[src/rtl/binary_qkv_pkg.sv]
// ----------------------------------------------------------------------------
// binary_qkv_pkg
// Shared constants, the Q/K/V matrix index enum and the default binary weight
// pattern for the streaming binary-weight Q/K/V projection (binary_qkv).
// Optional feature macro used by the top level: BINARY_QKV_WLOAD_EN.
// ----------------------------------------------------------------------------
package binary_qkv_pkg;

    localparam int DATA_W     = 16;
    localparam int VEC_LEN    = 30;
    localparam int OUT_DIM    = 8;
    localparam int NUM_BLOCKS = 4;
    localparam int ACC_W      = DATA_W + $clog2(VEC_LEN);
    localparam int NUM_MAT    = 3;

    typedef enum logic [1:0] {
        MAT_Q = 2'd0,
        MAT_K = 2'd1,
        MAT_V = 2'd2
    } mat_e;

    // Default weight bit for block b, matrix m, output row j, input element i.
    // 1 selects +x, 0 selects -x; the pattern is a checkerboard over b+m+j+i.
    function automatic logic default_w(input int b, input int m, input int j, input int i);
        return ((b + m + j + i) % 2) == 0;
    endfunction

endpackage

[src/rtl/binary_qkv_acc.sv]
// ----------------------------------------------------------------------------
// binary_qkv_acc
// One signed +/-x accumulator. On an enabled cycle it either loads +/-x
// (i_load=1, first element of a vector) or adds +/-x to the running sum.
// The sign is chosen by the weight bit i_w (1 = +x, 0 = -x).
// Ports:
//   clk, rst_n   clock, asynchronous active-low reset
//   i_en         element accepted this cycle
//   i_load       element is the first of a vector (restart the sum)
//   i_w          weight bit for this element
//   i_data       signed input element
//   o_sum_next   sum including this cycle's element (valid while i_en=1)
// ----------------------------------------------------------------------------
module binary_qkv_acc #(
    parameter int DATA_W = 16,
    parameter int ACC_W  = 21
) (
    input  logic                     clk,
    input  logic                     rst_n,
    input  logic                     i_en,
    input  logic                     i_load,
    input  logic                     i_w,
    input  logic signed [DATA_W-1:0] i_data,
    output logic signed [ACC_W-1:0]  o_sum_next
);

    logic signed [ACC_W-1:0] r_acc;
    logic signed [ACC_W-1:0] w_x;
    logic signed [ACC_W-1:0] w_term;
    logic signed [ACC_W-1:0] w_base;

    // Sign-extend before negating so that -(-2^(DATA_W-1)) is representable.
    assign w_x        = {{(ACC_W-DATA_W){i_data[DATA_W-1]}}, i_data};
    assign w_term     = i_w ? w_x : -w_x;
    assign w_base     = i_load ? '0 : r_acc;
    assign o_sum_next = w_base + w_term;

    always_ff @(posedge clk or negedge rst_n) begin
        if (!rst_n) begin
            r_acc <= '0;
        end else if (i_en) begin
            r_acc <= o_sum_next;
        end
    end

endmodule

[src/rtl/binary_qkv.sv]
// ----------------------------------------------------------------------------
// binary_qkv
// Streaming binary-weight Q/K/V projection. One signed feature element is
// accepted per cycle with data_in_valid=1; VEC_LEN elements form a vector.
// Each element is multiplied by +/-1 weights of the block latched at the
// first element and accumulated into 3*OUT_DIM sums. When the last element
// is accepted the sums are copied into q_out/k_out/v_out and out_valid
// pulses for one cycle on the following clock edge.
//
// Handshake: data_in_valid is a pure valid with no ready; every cycle with
// data_in_valid=1 consumes one element. out_valid is a one-cycle pulse with
// no backpressure; outputs hold until the next vector completes.
//
// Optional feature: define BINARY_QKV_WLOAD_EN to add a weight-row write
// port (w_wr_en, w_wr_addr = {block[1:0], matrix[1:0], row[2:0]},
// w_wr_data = one VEC_LEN-bit row). Matrix index 3 is ignored. Reset always
// restores the default checkerboard weights.
//
// Ports:
//   clk, rst_n          clock, asynchronous active-low reset
//   block_sel           weight set index, sampled on the first element
//   data_in             signed feature element
//   data_in_valid       data_in is valid this cycle
//   q_out/k_out/v_out   projection vectors, element j at [j*ACC_W +: ACC_W]
//   out_valid           one-cycle pulse when new results are presented
//   busy                a vector is partially received
// ----------------------------------------------------------------------------
module binary_qkv #(
    parameter int DATA_W     = binary_qkv_pkg::DATA_W,
    parameter int VEC_LEN    = binary_qkv_pkg::VEC_LEN,
    parameter int OUT_DIM    = binary_qkv_pkg::OUT_DIM,
    parameter int NUM_BLOCKS = binary_qkv_pkg::NUM_BLOCKS,
    parameter int ACC_W      = DATA_W + $clog2(VEC_LEN)
) (
    input  logic                     clk,
    input  logic                     rst_n,
    input  logic [1:0]               block_sel,
    input  logic signed [DATA_W-1:0] data_in,
    input  logic                     data_in_valid,
`ifdef BINARY_QKV_WLOAD_EN
    input  logic                     w_wr_en,
    input  logic [6:0]               w_wr_addr,
    input  logic [VEC_LEN-1:0]       w_wr_data,
`endif
    output logic [OUT_DIM*ACC_W-1:0] q_out,
    output logic [OUT_DIM*ACC_W-1:0] k_out,
    output logic [OUT_DIM*ACC_W-1:0] v_out,
    output logic                     out_valid,
    output logic                     busy
);
    import binary_qkv_pkg::*;

    localparam int               IDX_W    = $clog2(VEC_LEN);
    localparam logic [IDX_W-1:0] LAST_IDX = IDX_W'(VEC_LEN - 1);

    logic [IDX_W-1:0]        r_idx;
    logic [1:0]              r_blk;
    logic                    r_out_valid;
    logic signed [ACC_W-1:0] r_out [NUM_MAT][OUT_DIM];
    logic signed [ACC_W-1:0] w_sum [NUM_MAT][OUT_DIM];

    logic       w_first;
    logic       w_last;
    logic [1:0] w_blk;

    assign w_first = (r_idx == '0);
    assign w_last  = (r_idx == LAST_IDX);
    // The first element must already use the incoming block_sel, since the
    // latch only takes it on the same edge.
    assign w_blk   = w_first ? block_sel : r_blk;

`ifdef BINARY_QKV_WLOAD_EN
    logic [VEC_LEN-1:0] r_w [NUM_BLOCKS][NUM_MAT][OUT_DIM];
    logic [1:0]         w_wr_blk;
    logic [1:0]         w_wr_mat;
    logic [2:0]         w_wr_row;

    assign w_wr_blk = w_wr_addr[6:5];
    assign w_wr_mat = w_wr_addr[4:3];
    assign w_wr_row = w_wr_addr[2:0];

    always_ff @(posedge clk or negedge rst_n) begin
        if (!rst_n) begin
            for (int b = 0; b < NUM_BLOCKS; b++) begin
                for (int m = 0; m < NUM_MAT; m++) begin
                    for (int j = 0; j < OUT_DIM; j++) begin
                        for (int i = 0; i < VEC_LEN; i++) begin
                            r_w[b][m][j][i] <= default_w(b, m, j, i);
                        end
                    end
                end
            end
        end else if (w_wr_en && (w_wr_mat != 2'd3)) begin
            r_w[w_wr_blk][w_wr_mat][w_wr_row] <= w_wr_data;
        end
    end
`endif

    for (genvar gm = 0; gm < NUM_MAT; gm++) begin : g_mat
        for (genvar gj = 0; gj < OUT_DIM; gj++) begin : g_row
            logic w_bit;
`ifdef BINARY_QKV_WLOAD_EN
            assign w_bit = r_w[w_blk][gm][gj][r_idx];
`else
            assign w_bit = default_w(int'(w_blk), gm, gj, int'(r_idx));
`endif
            binary_qkv_acc #(
                .DATA_W (DATA_W),
                .ACC_W  (ACC_W)
            ) u_acc (
                .clk        (clk),
                .rst_n      (rst_n),
                .i_en       (data_in_valid),
                .i_load     (w_first),
                .i_w        (w_bit),
                .i_data     (data_in),
                .o_sum_next (w_sum[gm][gj])
            );
        end
    end

    always_ff @(posedge clk or negedge rst_n) begin
        if (!rst_n) begin
            r_idx       <= '0;
            r_blk       <= '0;
            r_out_valid <= 1'b0;
            for (int m = 0; m < NUM_MAT; m++) begin
                for (int j = 0; j < OUT_DIM; j++) begin
                    r_out[m][j] <= '0;
                end
            end
        end else begin
            r_out_valid <= 1'b0;
            if (data_in_valid) begin
                if (w_first) begin
                    r_blk <= block_sel;
                end
                if (w_last) begin
                    r_idx       <= '0;
                    r_out_valid <= 1'b1;
                    for (int m = 0; m < NUM_MAT; m++) begin
                        for (int j = 0; j < OUT_DIM; j++) begin
                            r_out[m][j] <= w_sum[m][j];
                        end
                    end
                end else begin
                    r_idx <= r_idx + IDX_W'(1);
                end
            end
        end
    end

    for (genvar gj = 0; gj < OUT_DIM; gj++) begin : g_pack
        assign q_out[gj*ACC_W +: ACC_W] = r_out[MAT_Q][gj];
        assign k_out[gj*ACC_W +: ACC_W] = r_out[MAT_K][gj];
        assign v_out[gj*ACC_W +: ACC_W] = r_out[MAT_V][gj];
    end

    assign out_valid = r_out_valid;
    // Any nonzero element index means a vector has been started but not ended.
    assign busy      = !w_first;

endmodule

[config.mk]
export PLATFORM = sky130hd
export DESIGN_NAME = binary_qkv
export DESIGN_NICKNAME = d
export VERILOG_FILES = /design/src/rtl/binary_qkv_pkg.sv /design/src/rtl/binary_qkv_acc.sv /design/src/rtl/binary_qkv.sv
export SDC_FILE = /design/constraint.sdc
export NUM_CORES = 2
export LEC_CHECK = 0
export BUFFER_PORTS_ARGS = -buffer_cell sky130_fd_sc_hd__buf_2
export CORE_MARGIN = 5
export CORE_UTILIZATION = 27
export CTS_CLUSTER_DIAMETER = 150
export DETAILED_ROUTE_END_ITERATION = 10
export HOLD_SLACK_MARGIN = 0.08
export PLACE_DENSITY = 0.54
export SLEW_MARGIN = 20
export SYNTH_ARGS = -nofsm -noshare
export SYNTH_HDL_FRONTEND = slang
export SYNTH_SLANG_ARGS = --single-unit
[constraint.sdc]
create_clock -name clk -period 8.4 [get_ports clk]
set_clock_uncertainty 0.1 [all_clocks]
set_input_delay 0.84 -clock clk [delete_from_list [all_inputs] [get_ports clk]]
set_output_delay 0.84 -clock clk [all_outputs]
set_load 0.005 [all_outputs]
==> reports/results.tsv <==
metric	value	unit
Cell variety after synth	105	
Fin Setup TNS	0	ns
vias per cell	5.13	
Avg Inst Size Synth	8.87	sq um
most numerous cell in the Yosys netlist	nand2_1	
htree depth	4	
unrepaired setup endpoints after global routing	false	
Initial Util	27.1	%
Worst Setup Start Kind	flop	
io pins	527	
EDFF count, synth	0	
status	completed	
Req. time, crit path	8.98	ns
Largest stage delay, worst path	0.67	ns
Min Hold Slack	0.225	ns
f_max	151	MHz
Total GRT Usage	19.7	%
maxcap violations	0	
worst-skew pair later-pin latency	0.80	ns
final WL	268000	microns
FFs w/ async S/R, synth	100	%
pre-CTS setup slack	1.59	ns
Buf/Inv on CP	3	
first-pass GRT wire length	389000	microns
clock-pin slew on the worst setup and hold paths	0.06	ns
drc violations	0	
CP cell instances	inv_1 > ha_1 > nor4b_4 > mux2i_4 > nor2_1 > a21oi_4 > buf_4 > inv_1 > ha_1 > a21o_1 > nand3_1 > a31oi_1 > o21ai_0 > o2111a_1 > a221oi_1 > a211oi_1 > o21ai_0 > a31o_2 > a21oi_1 > xnor2_1 > mux2_2	
setup ws final	1.78	ns
Worst Hold Class	input port to flop	
Yosys warning count	0	
#FFs+latches synth	1015	
minimum clock period	6.62	ns
NumNets Final	8472	
Gate Count Post-Synth	7670	
max_slew headroom	16.6	%
clk buf depth	3	
worst slew pin tran	1.24	ns
Die Span X	512	microns
Post-Synth XOR/XNOR Area	7.72	%
largest net degree at the start of global routing	164	
Top FF cell, synth	dfrtp_1	
largest area contributor in the netlist	dfrtp_1	
Compound-Gate Fraction of Synth Area	18.5	%
Setup-failing EPs final	0	
number of nets with antenna violations after routing	0	
PortBufs	525	
Pre-Repair DR Iteration Count	6	
initial drt markers	4339	
total gr overflow	0	
fin crit share	78.8	%
Slew Limit Fails	0	
Core Region	251000	sq um
initial antenna violation count	30	
Synth-to-Final Area Change	17.0	%
CP Class	flop to flop	
CTS resizes	0	
Crit-path slowest cell	a221oi_1	
row cnt	184	
Final Non-Filler Cells	11500	
placed cells	11300	
CP arrival	7.20	ns
final hold violations	0	
GPL Wtd Cong	0.911	
Worst path top cell family by delay	compound AO/OA/AOI/OAI gates	
WL/cell	23.3	microns
vias in the first global route	57300	
fraction of layout cells with a size suffix above 1	17.6	%
ranking of synthesized cells by area	dfrtp_1, nand2_1, ha_1	
post-synth top area share	37.3	%
crit path max fanout	11	
simple-gate area share of the yosys netlist	17.5	%
Sink Count	1015	
Post-synth top cells	nand2_1, dfrtp_1, a21oi_1	
Syn Nets	8102	
adder-cell share of the synthesized area	8.03	%
Netlist Area Pre-Place	68000	sq um
largest family of logic cells by synthesized area	compound AO/OA/AOI/OAI gates	
number of buffers created by CTS	135	
sequential fraction of the synthesis area	37.3	%
nature of the critical path endpoint	flop	
Die ar.	262000	sq um
CTS root buf	clkbuf_16	
DP HPWL	194000	microns
Vias	59100	
CTS tree	built	
post-synthesis mux area share	7.39	%
Die Ht	512	microns
==> sequential cells by signal (all words and copies together), names as in the netlist <==
register                 cells
g_mat.g_row.u_acc.r_acc    504
k_out                      168
q_out                      168
v_out                      168
r_idx                        5
out_valid                    1
r_blk                        1
==> final cells by class <==
class / instances / area (sq um)
repair buffers: 651 / 3730
well taps: 3348 / 4190
diodes: 21 / 52.6
clock buffers: 187 / 3970
fillers: 26100 / 172000
flip-flops and latches: 1015 / 25400
clock inverters: 59 / 802
inverters: 203 / 782
multi-input cells: 6034 / 40700
==> cells in the final DEF (no fill, tap or decap), types with 133 or more instances in the layout <==
| cell type | netlist | layout |
|---|---|---|
| nand2_1 | 1308 | 1304 |
| dfrtp_1 | 1015 | 1015 |
| a21oi_1 | 549 | 547 |
| buf_2 | 27 | 524 |
| o21ai_0 | 504 | 497 |
| mux2_2 | 416 | 416 |
| xnor2_1 | 423 | 413 |
| ha_1 | 387 | 387 |
| and2_1 | 382 | 382 |
| nor2_1 | 363 | 357 |
| a21o_1 | 223 | 223 |
| inv_1 | 197 | 191 |
| xor2_1 | 152 | 147 |
| clkbuf_16 | 0 | 141 |
| nand3_1 | 133 | 133 |
==> timing repair <==
action / 4_1_cts / 5_1_grt
setup buffers: 0 / 0
hold buffers: 1 / 0
hold endpoints to repair: 65 / 0
==> cells by family after synthesis <==
| group | Yosys count |
|---|---|
| buffers and inverters | 621 |
| AOI/OAI and AO/OA | 1975 |
| muxes | 450 |
| xor gates and xnor gates | 585 |
| DFF | 1015 |
| and+or+nand+nor | 2599 |
| adders and majority gates | 425 |
==> worst register-to-register path: stages (launching register included) <==
cell and delay [ns]:
dfrtp_1 0.49, inv_1 0.12, ha_1 0.15, nor4b_4 0.37, mux2i_4 0.52, nor2_1 0.15, a21oi_4 0.13, buf_4 0.34
inv_1 0.41, ha_1 0.42, a21o_1 0.13, nand3_1 0.07, a31oi_1 0.49, o21ai_0 0.19, o2111a_1 0.26, a221oi_1 0.67
a211oi_1 0.30, o21ai_0 0.51, a31o_2 0.23, a21oi_1 0.08, xnor2_1 0.14, mux2_2 0.26
==> through the flow <==
step	utilization (%)	area [sq um]
3_3_place_gp	29.8	74700
5_1_grt	31.7	79600
6_report	31.7	79600
4_1_cts	31.7	79500
3_5_place_dp	29.8	74800
2_1_floorplan	-	68000
==> final timing paths <==
path                                        from                                            end  slack [ns]  depth (start not counted)
max                         r_idx[0]$_DFFE_PN0P_  g_mat[1].g_row[4].u_acc.r_acc[19]$_DFFE_PN0P_        1.78                         21
min                                 block_sel[0]                           r_blk[0]$_DFFE_PN0P_        0.22                          2
max reg2reg                 r_idx[0]$_DFFE_PN0P_  g_mat[1].g_row[4].u_acc.r_acc[19]$_DFFE_PN0P_        1.78                         21
min reg2reg                v_out[76]$_DFFE_PN0P_                          v_out[76]$_DFFE_PN0P_        0.36                          2
max in group asynchronous                  rst_n                         v_out[141]$_DFFE_PN0P_        5.45                          4
min in group asynchronous                  rst_n                          v_out[74]$_DFFE_PN0P_        0.52                          2
==> layer usage <==
layer  global-route usage [%]  routed length (microns)  up-vias  part of all wire (%)
met5                        0                       10        -                0.0037
li1                         -                        -    27700                     -
met2                     29.5                   114000     1932                    43
met3                     4.98                    20900      439                   7.8
met1                     26.2                   117000    29000                    44
met4                     10.1                    15300        2                   5.7
Power is not shown: default switching activity piles up to over one toggle a cycle in this logic, so the estimate is an artifact.
